===== src/rtl/toy_sa_lane_port.sv =====
// Row-edge endpoint of one systolic-array lane: activation skew pipe, weight
// shift chain, and accumulator snapshot buffer drained one word per shift.
module toy_sa_lane_port #(
    parameter int DATA_WIDTH = 32,
    parameter int DEPTH      = 8,
    parameter int SKEW       = 0
) (
    input  logic                        clk,
    input  logic                        rst_n,
    input  logic [DATA_WIDTH-1:0]       sa_dout,
    input  logic                        sa_dout_en,
    input  logic [DATA_WIDTH-1:0]       sa_dout_y,
    input  logic                        sa_load_en,
    input  logic                        sa_shift_en,
    output logic [DATA_WIDTH-1:0]       sa_din,
    output logic [DATA_WIDTH-1:0]       pe_x,
    output logic                        pe_x_vld,
    output logic [DEPTH*DATA_WIDTH-1:0] pe_w,
    input  logic [DEPTH*DATA_WIDTH-1:0] pe_acc,
    input  logic                        pe_acc_done,
    output logic                        pe_acc_clr,
    output logic                        busy,
    output logic                        overrun,
    output logic                        underrun
);
    localparam int CW = $clog2(DEPTH + 1);

    typedef enum logic {IDLE, DRAIN} state_t;
    state_t state_q;

    logic [DATA_WIDTH-1:0] xpipe_q [SKEW+1];
    logic [SKEW:0]         vpipe_q;
    logic [DATA_WIDTH-1:0] w_q     [DEPTH];

    logic [DATA_WIDTH-1:0] res_q   [DEPTH];
    logic [DATA_WIDTH-1:0] res_d   [DEPTH];
    logic [CW-1:0]         cnt_q, cnt_d;
    logic [DATA_WIDTH-1:0] sa_din_q, sa_din_d;
    logic                  overrun_q, overrun_d;
    logic                  underrun_q, underrun_d;
    logic                  acc_clr_q;
    logic                  busy_q;

    always_ff @(posedge clk) begin
        if (!rst_n) begin
            for (int unsigned k = 0; k <= SKEW; k++) xpipe_q[k] <= '0;
            vpipe_q <= '0;
        end else begin
            xpipe_q[0] <= sa_dout;
            vpipe_q[0] <= sa_dout_en;
            for (int unsigned k = 1; k <= SKEW; k++) begin
                xpipe_q[k] <= xpipe_q[k-1];
                vpipe_q[k] <= vpipe_q[k-1];
            end
        end
    end

    assign pe_x     = xpipe_q[SKEW];
    assign pe_x_vld = vpipe_q[SKEW];

    always_ff @(posedge clk) begin
        if (!rst_n) begin
            for (int unsigned k = 0; k < DEPTH; k++) w_q[k] <= '0;
        end else if (sa_load_en) begin
            w_q[0] <= sa_dout_y;
            for (int unsigned k = 1; k < DEPTH; k++) w_q[k] <= w_q[k-1];
        end
    end

    for (genvar g = 0; g < DEPTH; g++) begin : g_pe_w
        assign pe_w[g*DATA_WIDTH +: DATA_WIDTH] = w_q[g];
    end

    // Pop is evaluated on the old buffer first; a capture then overwrites it,
    // so a simultaneous capture+pop only loses words beyond the one popped.
    always_comb begin
        res_d      = res_q;
        cnt_d      = cnt_q;
        sa_din_d   = sa_din_q;
        overrun_d  = overrun_q;
        underrun_d = underrun_q;
        if (sa_shift_en) begin
            if (cnt_q != '0) begin
                sa_din_d = res_q[0];
                for (int unsigned k = 0; k < DEPTH - 1; k++) res_d[k] = res_q[k+1];
                res_d[DEPTH-1] = '0;
                cnt_d          = cnt_q - CW'(1);
            end else begin
                sa_din_d   = '0;
                underrun_d = 1'b1;
            end
        end
        if (pe_acc_done) begin
            if (cnt_q > CW'(sa_shift_en)) overrun_d = 1'b1;
            for (int unsigned k = 0; k < DEPTH; k++)
                res_d[k] = pe_acc[k*DATA_WIDTH +: DATA_WIDTH];
            cnt_d = CW'(DEPTH);
        end
    end

    always_ff @(posedge clk) begin
        if (!rst_n) begin
            for (int unsigned k = 0; k < DEPTH; k++) res_q[k] <= '0;
            cnt_q      <= '0;
            sa_din_q   <= '0;
            overrun_q  <= 1'b0;
            underrun_q <= 1'b0;
            acc_clr_q  <= 1'b0;
            busy_q     <= 1'b0;
            state_q    <= IDLE;
        end else begin
            res_q      <= res_d;
            cnt_q      <= cnt_d;
            sa_din_q   <= sa_din_d;
            overrun_q  <= overrun_d;
            underrun_q <= underrun_d;
            acc_clr_q  <= pe_acc_done;
            busy_q     <= (cnt_d != '0);
            case (state_q)
                IDLE:    if (pe_acc_done) state_q <= DRAIN;
                DRAIN:   if (cnt_d == '0) state_q <= IDLE;
                default: state_q <= IDLE;
            endcase
        end
    end

    assign sa_din     = sa_din_q;
    assign pe_acc_clr = acc_clr_q;
    assign busy       = busy_q;
    assign overrun    = overrun_q;
    assign underrun   = underrun_q;
endmodule


===== config.mk =====
export PLATFORM = sky130hd
export DESIGN_NAME = toy_sa_lane_port
export DESIGN_NICKNAME = d
export VERILOG_FILES = /design/src/rtl/toy_sa_lane_port.sv
export SDC_FILE = /design/constraint.sdc
export NUM_CORES = 1
export LEC_CHECK = 0
export CAP_MARGIN = 20
export CELL_PAD_IN_SITES_DETAIL_PLACEMENT = 2
export CELL_PAD_IN_SITES_GLOBAL_PLACEMENT = 2
export CORE_AREA = 3 3 313 254
export CTS_CLUSTER_DIAMETER = 200
export DETAILED_ROUTE_END_ITERATION = 8
export DIE_AREA = 0 0 316 257
export PLACE_DENSITY = 0.8
export SYNTH_ARGS = -nofsm -noshare
export SYNTH_HDL_FRONTEND = slang
export SYNTH_SLANG_ARGS = --single-unit

===== constraint.sdc =====
create_clock -name clk -period 11.5 [get_ports clk]
set_clock_uncertainty 0.15 [all_clocks]
set_input_delay 2.875 -clock clk [delete_from_list [all_inputs] [get_ports clk]]
set_output_delay 2.875 -clock clk [all_outputs]
set_load 0.01 [all_outputs]

Yosys cells after proc, flatten, opt, wreduce, memory -nomap -nowiden --
Memory sizes are Yosys's and may differ from the RTL's. Cells that the tools add are included.
Cells by class: add/subtract/negate cells 1, magnitude comparators 1, bitwise logic cells 9, multiplexer cells 22, reductions and logical operators 8
Operator list (count):
- two-way mux 256 bit | 3
- two-way mux 32 bit | 10
- OR reduction 32 bit | 1
- two-way mux 4 bit | 3
- bitwise OR 1 bit | 8
- nonzero test 4 bit | 2
- two-way mux 1 bit | 6
- AND reduction 2 bit | 3
- > comparator 4 x 1 -> 1 bit | 1
- nonzero test 2 bit | 2
- subtractor 4 x 1 -> 4 bit (second input constant) | 1
- inverter 1 bit | 1
Storage, ports and cells: word-level logic and storage cells 58, output and inout bits 325, register bits 297, bits in writable memories 288, memories 2
Memories:
- w_q | depth 8, width 32, read ports 8, clocked after Yosys merged registers in 0, write ports 8, line 33 | logic [DATA_WIDTH-1:0] w_q [DEPTH];
- xpipe_q | depth 1, width 32, read ports 1, clocked after Yosys merged registers in 0, write ports 1, line 31 | logic [DATA_WIDTH-1:0] xpipe_q [SKEW+1];

Longest topological paths before layout --
Gate-level depths: netlist of the first run.
word-level depth 5, depth in mapped cells 9, gate-level depth less buffers 6

Worst setup path after synthesis of the first run --
Ideal clock, no wire load.
path type input to register, from in sa_load_en, to mem w_q[0][0], enable pin, setup slack 1.415 ns, arrival 9.272 ns, cell stages on the path 2, setup time 0.663 ns, required time 10.687 ns, path through clkbuf_1 > nand2b_1
RTL lines:
- from (decl) | line 13 | input logic sa_load_en,
- to (decl) | line 33

Worst setup path in the final report of the first run --
from in pe_acc_done, to reg res_q[210] (netlist bit)
Between the ends: word-level cells in the longest chain between the ends 2, elaborated cells on any way between the ends 4, classes of those cells 1 x mux; 3 x reduce/logical
Ends and longest elaborated chain:
- from (decl) | line 20 | input logic pe_acc_done,
- nonzero test 2 bit (no line)
- AND reduction 2 bit (no line)
- to (signal assigned) | line 112 | res_q <= res_d;
- to (decl) | line 35 | logic [DATA_WIDTH-1:0] res_q [DEPTH];
Parallel ways exist; a longest one is shown, timed or not. A chain may end at the register's enable or synchronous reset.

==> impl_metrics.env, run 1 <==
export IMPL_synthDominantCellAreaShare=0.347
export IMPL_cp_start_kind="input port"
export IMPL_hold_viol_final=0
export IMPL_design_core_area_um2=76600
export IMPL_viasPerCell=5.00
export IMPL_design_area_um2=31400
export IMPL_fin_nets=2964
export IMPL_grt_pass1_vias=20100
export IMPL_track_usage=0.224
export IMPL_ys_seq_area_frac=0.645
export IMPL_post_cts_resized=0
export IMPL_clock_sinks=585
export IMPL_power_per_cell_area_nw_per_um2=163
export IMPL_mostFrequentLayoutCells="648 x clkdlybuf4s50_1, 452 x nand2_1, 329 x dfxtp_1"
export IMPL_postSynthCellCount=2095
export IMPL_routabilityCongestion=0.861
export IMPL_io_pins=651
export IMPL_hold_buffers=0
export IMPL_dieArea_um2=81200
export IMPL_start_util=0.289
export IMPL_post_cts_buffers=0
export IMPL_grt_pass1_wl_mm=136
export IMPL_ys_types=35
export IMPL_maxSlewHeadroom=0.265
export IMPL_drtAntennaViolNets=0
export IMPL_cts_tree="built"
export IMPL_crit_arrival_ps=6160
export IMPL_rsz0062_at_grt="false"
export IMPL_leakage_uw=0.0119
export IMPL_wirelength_mm=94.7
export IMPL_die_h_um=257
export IMPL_vias=18600
export IMPL_met1_usage=0.292
export IMPL_syn_cell_area_um2=22100
export IMPL_fmax_mhz=172
export IMPL_grt_remaining_overflow=0
export IMPL_cts_buffers=66
export IMPL_fin_crit_ps=5810
export IMPL_final_common_cell="clkdlybuf4s50_1"
export IMPL_final_setup_worst_slack_ps=5690
export IMPL_dr_pass1_iters=5
export IMPL_synth_area_leaders="edfxtp_1 35%, dfxtp_1 30%, nand2_1 7.7%"
export IMPL_hp_class="flip-flop to flip-flop"
export IMPL_yosysWarnings=0
export IMPL_met3_usage=0.0403
export IMPL_io_buffers=650
export IMPL_yosys_area_top_type="edfxtp_1"
export IMPL_finalSetupTns_ps=0
export IMPL_root_buffer="clkbuf_16"
export IMPL_status="finished, final reports clean"
export IMPL_path_cells="clkdlybuf4s50_1, inv_8, buf_4, buf_12, o21ai_0, a31oi_1"
export IMPL_syn2layout_area_growth_pct=41.8
export IMPL_setup_viol=0
export IMPL_dpl_cell_area_um2=29200
export IMPL_dp_slack_ps=5250
export IMPL_hpwl_mm=68.1
export IMPL_clockBufferDepth=3
export IMPL_crit_required_ps=11850
export IMPL_avgSynthCellArea_um2=10.6
export IMPL_critPathMaxStageDelay_ps=670
export IMPL_cp_end_kind="flip-flop"
export IMPL_wl_per_cell_um=25.5
export IMPL_synth_nets=2423
export IMPL_vdd_drop_max_uv=116
export IMPL_maxCapViolCount=0
export IMPL_antenna_found_initial=15
export IMPL_use_met2=0.364
export IMPL_synth_seq_cells=585
export IMPL_insertion_delay_ps=600
export IMPL_final_max_slew_viol_count=0
export IMPL_min_period_over_period=0.505
export IMPL_cts_max_level=3
export IMPL_cp_top_family="buffers and inverters"
export IMPL_crit_fanout=236
export IMPL_grt_max_degree=237
export IMPL_path_clk_slew_ps=60
export IMPL_top_usage_layer="met2"
export IMPL_criticalPathCategory="input port to flip-flop"
export IMPL_fillers=7952
export IMPL_worst_slew_pin_slew_ps=1100
export IMPL_first_iter_violations=1469
export IMPL_rows=91
export IMPL_layout_drive_gt1_share=0.0455
export IMPL_slowest_stage="buf_4"
export IMPL_drc_errors=0
export IMPL_crit_buf_inv=4
export IMPL_die_w_um=316
==> tightest hold or removal path, delay by kind of cell, from the launching register on <==
kind	cells	cell delay [ps]
AND/OR/NAND/NOR	1	50
flip-flops	1	310
AO/OA/AOI/OAI	1	70
==> synth_stat cells, drive strengths merged <==
library cell / n
o41a: 1
nand4: 1
edfxtp: 256
a22o: 43
inv: 3
a21oi: 3
nor2: 2
clkbuf: 143
a31oi: 224
o21ai: 225
and3: 192
o41ai: 1
nor3: 2
dfxtp: 329
ha: 2
o21a: 1
nand2: 453
or3b: 1
nand4b: 1
and2: 111
nand3: 1
xnor2: 1
mux2i: 1
clkinv: 1
buf: 51
nand2b: 2
a22oi: 21
nor2b: 23
==> per-stage QoR <==
stage / hold WS, ps / util / cells / power (uW)
2_1_floorplan: 292 / - / 2095 / 2690
3_3_place_gp: 306 / 0.381 / 3590 / 3050
3_5_place_dp: 311 / 0.381 / 3590 / 3090
4_1_cts: 313 / 0.409 / 3706 / 5200
5_1_grt: 346 / 0.410 / 3717 / 5340
6_report: 314 / 0.410 / 3720 / 5130
==> sequential cells by signal, indices dropped and copies added, names as in the netlist <==
name        count
res_q         256
overrun         1
busy            1
cnt_q           4
w_q           256
sa_din         32
pe_x_vld        1
pe_acc_clr      1
underrun        1
xpipe_q        32
==> final timing paths <==
check	end	cells after the start	slack, ps	startpoint
max	res_q[210]	6	5690	pe_acc_done
min	res_q[212]	2	310	res_q[180]
max reg2reg	res_q[56]	8	7900	cnt_q[1]
min reg2reg	res_q[212]	2	310	res_q[180]
==> power by group <==
part | internal [uW] | total, uW | switching, uW
Clock | 1220 | 2080 | 863
Sequential | 2320 | 2420 | 102
Combinational | 299 | 627 | 328
Total | 3840 | 5130 | 1290
==> area by class of cell <==
| class | count | area, um^2 | area share |
|---|---|---|---|
| clock inverter | 17 | 179 | 0.00570 |
| timing repair buffer | 667 | 6670 | 0.212 |
| antenna | 13 | 32.5 | 0.00104 |
| multi-input combinational | 1312 | 7010 | 0.223 |
| clock buffer | 99 | 1920 | 0.0611 |
| tap | 1023 | 1280 | 0.0408 |
| sequential | 585 | 14300 | 0.455 |
| inverter | 4 | 22.5 | 0.000718 |
==> kinds of logic (layout without fill, tap and decap cells) <==
| logic type | count (synthesis) | count (layout) | synth area share |
|---|---|---|---|
| compound gates | 519 | 519 | 0.142 |
| xor+xnor | 1 | 1 | 0.000396 |
| fa+ha+maj | 2 | 2 | 0.00113 |
| buf+inv | 198 | 787 | 0.0394 |
| flops | 585 | 585 | 0.645 |
| mux | 1 | 1 | 0.000452 |
| other cells | 0 | 13 | 0 |
| simple gates | 789 | 789 | 0.172 |
==> layer usage <==
metal  share of wire  wire length (um)
met3           0.047              4430
met2            0.48             45500
met5         0.00029                27
met4           0.039              3720
met1            0.43             41000
Note: power is estimated with default switching activity, not from simulation.
==> inputs of run 2 (changes only) <==
--- a/config.mk
+++ b/config.mk
@@ -8,11 +8,11 @@
 export CAP_MARGIN = 20
 export CELL_PAD_IN_SITES_DETAIL_PLACEMENT = 2
 export CELL_PAD_IN_SITES_GLOBAL_PLACEMENT = 2
-export CORE_AREA = 3 3 313 254
+export CORE_AREA = 3 3 331 267
 export CTS_CLUSTER_DIAMETER = 200
 export DETAILED_ROUTE_END_ITERATION = 8
-export DIE_AREA = 0 0 316 257
-export PLACE_DENSITY = 0.8
+export DIE_AREA = 0 0 334 270
+export PLACE_DENSITY = 0.76
 export SYNTH_ARGS = -nofsm -noshare
 export SYNTH_HDL_FRONTEND = slang
 export SYNTH_SLANG_ARGS = --single-unit
==> constraint.sdc (replaced) <==
create_clock -name clk -period 4.7 [get_ports clk]
set_clock_uncertainty 0.15 [all_clocks]
set_input_delay 1.175 -clock clk [delete_from_list [all_inputs] [get_ports clk]]
set_output_delay 1.175 -clock clk [all_outputs]
set_load 0.01 [all_outputs]
==> run 2 against run 1 <==
Against the previous run: cell area rose by 1.1%; sequential share of layout area is 0.48 points lower; combinational power rose by 150%; via count grew 0.42%; wire length rose by 2.9%; register-to-register slack lost 6000 ps; final cell count rose by 3.3%; total power rose by 140%; global-route usage decreased by 1.6 points; largest cell class unchanged.
==> impl_metrics.env, run 2 (synthesis gave the netlist of run 1 again) <==
export IMPL_status="finished, final reports clean"
export IMPL_path_cells="clkdlybuf4s50_1, and2_4, buf_4, nand2_1, a31oi_1"
export IMPL_die_w_um=334
export IMPL_syn2layout_area_growth_pct=43.3
export IMPL_mostFrequentLayoutCells="648 x clkdlybuf4s50_1, 452 x nand2_1, 329 x dfxtp_1"
export IMPL_cts_buffers=67
export IMPL_maxCapViolCount=0
export IMPL_finalSetupTns_ps=0
export IMPL_multi_input_area_um2=7010
export IMPL_rows=96
export IMPL_slowest_stage="clkdlybuf4s50_1"
export IMPL_die_h_um=270
export IMPL_layout_drive_gt1_share=0.0519
export IMPL_drc_errors=0
export IMPL_cts_tree="built"
export IMPL_wl_per_cell_um=25.4
export IMPL_track_usage=0.208
export IMPL_grt_pass1_vias=20100
export IMPL_dpl_cell_area_um2=29600
export IMPL_crit_required_ps=5060
export IMPL_hp_class="flip-flop to flip-flop"
export IMPL_maxSlewHeadroom=0.474
export IMPL_vias=18700
export IMPL_startpoint="sa_shift_en"
export IMPL_hold_buffers=0
export IMPL_hold_viol_final=0
export IMPL_final_common_cell="clkdlybuf4s50_1"
export IMPL_critPathMaxStageDelay_ps=750
export IMPL_io_pins=651
export IMPL_dr_pass1_iters=5
export IMPL_reg2reg_from="cnt_q[0]"
export IMPL_fillers=9063
export IMPL_fin_crit_ps=3120
export IMPL_path_clk_slew_ps=60
export IMPL_fmax_mhz=320
export IMPL_insertion_delay_ps=600
export IMPL_cp_start_kind="input port"
export IMPL_worst_slew_pin_slew_ps=789
export IMPL_start_util=0.259
export IMPL_crit_fanout=39
export IMPL_wirelength_mm=97.4
export IMPL_post_cts_buffers=0
export IMPL_setup_viol=0
export IMPL_dieArea_um2=90200
export IMPL_drtAntennaViolNets=0
export IMPL_power_per_cell_area_nw_per_um2=396
export IMPL_routabilityCongestion=0.853
export IMPL_viasPerCell=4.86
export IMPL_root_buffer="clkbuf_16"
export IMPL_clockBufferDepth=3
export IMPL_cts_max_level=3
export IMPL_grt_max_degree=194
export IMPL_min_period_over_period=0.665
export IMPL_leakage_uw=0.0120
export IMPL_clock_sinks=585
export IMPL_grt_pass1_wl_mm=140
export IMPL_grt_remaining_overflow=0
export IMPL_worstHoldStart="res_q[191]"
export IMPL_antenna_found_initial=22
export IMPL_design_core_area_um2=85500
export IMPL_hpwl_mm=71.8
export IMPL_crit_arrival_ps=3480
export IMPL_reg_top3="res_q x256, w_q x256"
export IMPL_io_buffers=650
export IMPL_criticalPathCategory="input port to flip-flop"
export IMPL_final_max_slew_viol_count=0
export IMPL_first_iter_violations=1190
export IMPL_post_cts_resized=0
export IMPL_rsz0062_at_grt="false"
export IMPL_fin_nets=2981
export IMPL_vdd_drop_max_uv=212
export IMPL_design_area_um2=31700
export IMPL_cp_end_kind="flip-flop"
export IMPL_seq_area_um2=14300
[run 2: cell types whose count changed in the layout (fill, tap and decap cells not counted)]
cell | before | now
buf_12 | 1 | 11
buf_16 | 1 | 0
clkinv_1 | 5 | 7
bufinv_16 | 3 | 1
clkbuf_16 | 68 | 69
clkinv_2 | 4 | 5
clkinv_8 | 1 | 0
diode_2 | 13 | 17
clkbuf_1 | 21 | 15
buf_4 | 16 | 23
inv_6 | 3 | 2
clkinvlp_4 | 1 | 3
clkbuf_8 | 10 | 12
[run 2: where the power goes]
group / internal [uW] / switching, uW / total (uW)
clock: 2930 / 2150 / 5080
combinational: 752 / 810 / 1560
sequential: 5670 / 248 / 5910
[run 2: worst paths after layout]
kind | slack, ps | endpoint | cells past startpoint
setup / recovery | 1580 | res_q[248] | 5
hold / removal | 310 | res_q[223] | 2
setup reg to reg | 1950 | res_q[248] | 7
hold reg to reg | 310 | res_q[223] | 2
[run 2: routing by layer]
layer / up-vias / routed length [um] / global-route usage
met1: 9445 / 42400 / 0.269
met4: 0 / 3430 / 0.0783
li1: 8596 / - / -
met3: 148 / 4480 / 0.0407
met5: - / 0 / 0
met2: 481 / 47100 / 0.345
[run 2: final cells by class]
cell class,count,share of cell area
Sequential cell,585,0.450
Inverter,4,0.000710
Antenna cell,17,0.00134
Multi-Input combinational cell,1312,0.221
Clock buffer,96,0.0614
Timing Repair Buffer,683,0.217
Tap cell,1127,0.0444
Clock inverter,18,0.00383
[run 2: critical path, delay by kind of cell]
kind | cells | cell delay [ps]
AOI/OAI and AO/OA | 1 | 250
buffers and inverters | 2 | 1240
and+or+nand+nor | 2 | 760
[run 2: per-stage QoR]
step                      cells  power [uW]  utilization  hold slack (ps)  setup WS, ps
after CTS                  3825       12700        0.370              323          1530
after global placement     3711        7510        0.346              308           928
after global routing       3837       13100        0.371              345          1410
after floorplan            2095        6560            -              292           785
final                      3842       12600        0.371              313          1580
after detailed placement   3711        7600        0.346              307           870
==> inputs of run 3 (changes only) <==
--- a/config.mk
+++ b/config.mk
@@ -8,11 +8,11 @@
 export CAP_MARGIN = 20
 export CELL_PAD_IN_SITES_DETAIL_PLACEMENT = 2
 export CELL_PAD_IN_SITES_GLOBAL_PLACEMENT = 2
-export CORE_AREA = 3 3 331 267
+export CORE_AREA = 3 3 313 254
 export CTS_CLUSTER_DIAMETER = 200
 export DETAILED_ROUTE_END_ITERATION = 8
-export DIE_AREA = 0 0 334 270
-export PLACE_DENSITY = 0.76
+export DIE_AREA = 0 0 316 257
+export PLACE_DENSITY = 0.8
 export SYNTH_ARGS = -nofsm -noshare
 export SYNTH_HDL_FRONTEND = slang
 export SYNTH_SLANG_ARGS = --single-unit
==> constraint.sdc (replaced) <==
create_clock -name clk -period 2.9 [get_ports clk]
set_clock_uncertainty 0.15 [all_clocks]
set_input_delay 0.725 -clock clk [delete_from_list [all_inputs] [get_ports clk]]
set_output_delay 0.725 -clock clk [all_outputs]
set_load 0.01 [all_outputs]
==> run 3 against run 2 <==
Against the previous run: non-clock buffer count is 17 higher; critical path depth is 1 higher; register-to-register slack worse by 1800 ps; first-iteration DRC count is 17% higher; via count is 0.90% higher; wire length is 0.68% lower; total power is 61% higher; sequential share of layout area is 0.12 points lower; final cell count is 2.5% lower; core utilization is 4.4 points higher; critical path type is now flip-flop to flip-flop; largest cell class unchanged; largest power group unchanged.
==> impl_metrics.env, run 3 (synthesis gave the netlist of run 1 again) <==
export IMPL_dpl_cell_area_um2=29800
export IMPL_dr_pass1_iters=5
export IMPL_drtAntennaViolNets=0
export IMPL_io_buffers=650
export IMPL_wl_met2_mm=48.6
export IMPL_cts_tree="built"
export IMPL_hpwl_mm=71.9
export IMPL_root_buffer="clkbuf_16"
export IMPL_cp_start_kind="flip-flop"
export IMPL_setup_viol=0
export IMPL_crit_required_ps=3300
export IMPL_hp_class="input port to flip-flop"
export IMPL_clockBufferDepth=3
export IMPL_die_w_um=316
export IMPL_mostFrequentLayoutCells="648 x clkdlybuf4s50_1, 452 x nand2_1, 329 x dfxtp_1"
export IMPL_cts_buffers=61
export IMPL_power_per_cell_area_nw_per_um2=636
export IMPL_grt_max_degree=171
export IMPL_syn2layout_area_growth_pct=43.7
export IMPL_crit_fanout=32
export IMPL_hold_buffers=0
export IMPL_criticalPathCategory="flip-flop to flip-flop"
export IMPL_first_iter_violations=1394
export IMPL_path_clk_slew_ps=60
export IMPL_worstRegToRegCells=6
export IMPL_final_common_cell="clkdlybuf4s50_1"
export IMPL_top_layer="met5"
export IMPL_hold_depth=2
export IMPL_leakage_uw=0.0121
export IMPL_multi_input_area_um2=7010
export IMPL_die_h_um=257
export IMPL_wl_per_cell_um=25.8
export IMPL_wirelength_mm=96.8
export IMPL_design_core_area_um2=76600
export IMPL_design_area_um2=31800
export IMPL_maxCapViolCount=0
export IMPL_hold_viol_final=0
export IMPL_fillers=7949
export IMPL_status="finished, final reports clean"
export IMPL_antenna_found_initial=16
export IMPL_reg_top3="res_q x256, w_q x256"
export IMPL_utilization=0.415
export IMPL_finalSetupTns_ps=0
export IMPL_m1WireLength_mm=41.6
export IMPL_rsz0062_at_grt="false"
export IMPL_start_util=0.289
export IMPL_grt_pass1_vias=20100
export IMPL_total_power_uw=20200
export IMPL_drc_errors=0
export IMPL_seq_area_um2=14300
export IMPL_io_pins=651
export IMPL_clock_sinks=585
export IMPL_vias=18800
export IMPL_worst_slew_pin_slew_ps=868
export IMPL_crit_arrival_ps=3110
export IMPL_dp_slack_ps=104
export IMPL_fin_crit_ps=2710
export IMPL_dieArea_um2=81200
export IMPL_fin_nets=2992
export IMPL_post_cts_buffers=0
export IMPL_layout_drive_gt1_share=0.0590
export IMPL_final_max_slew_viol_count=0
export IMPL_routabilityCongestion=0.834
export IMPL_insertion_delay_ps=630
export IMPL_viasPerCell=5.03
export IMPL_rows=91
export IMPL_fmax_mhz=369
export IMPL_met3_length_mm=3.82
export IMPL_grt_remaining_overflow=0
export IMPL_cp_end_kind="flip-flop"
export IMPL_track_usage=0.227
export IMPL_grt_pass1_wl_mm=138
export IMPL_final_setup_worst_slack_ps=187
export IMPL_min_period_over_period=0.936
export IMPL_post_cts_resized=0
export IMPL_maxSlewHeadroom=0.420
export IMPL_cts_max_level=2
export IMPL_vdd_drop_max_uv=455
export IMPL_rrSetupSlack_ps=190
run 3: path summary, 6_finish.rpt:
| check | startpoint | endpoint |
|---|---|---|
| setup reg to reg | cnt_q[0] | res_q[12] |
| hold reg to reg | res_q[223] | res_q[255] |
| setup / recovery | cnt_q[0] | res_q[12] |
| hold / removal | rst_n | sa_din[27] |
run 3: metrics by stage:
stage | hold WS, ps | cells
3_5_place_dp | 307 | 3624
5_1_grt | 253 | 3745
4_1_cts | 244 | 3735
6_report | 282 | 3746
2_1_floorplan | 292 | 2095
3_3_place_gp | 306 | 3624
run 3: layout make-up:
type                    instances  share of cell area
flip-flops and latches        585               0.449
repair buffers                700               0.226
multi-input cells            1312               0.220
clock buffers                  86              0.0551
well taps                    1023              0.0402
clock inverters                25             0.00814
diodes                         11            0.000865
inverters                       4            0.000708
run 3: worst max-delay path: stages (launching register included):
cell	delay, ps
dfxtp_1	320
inv_1	180
ha_1	280
or3b_4	460
and2_4	290
nor2_4	700
a22o_1	240
run 3: power by group:
part	internal [uW]	switching [uW]	leakage, uW
combinational	1270	1340	0.00557
clock	4630	3390	0.00100
sequential	9180	408	0.00555
run 3: per-layer routing:
metal  GRT usage  vias to the layer above
met5           0                        -
met4      0.0684                        6
met3      0.0323                      140
met2       0.396                      455
met1       0.291                     9622
li1            -                     8615
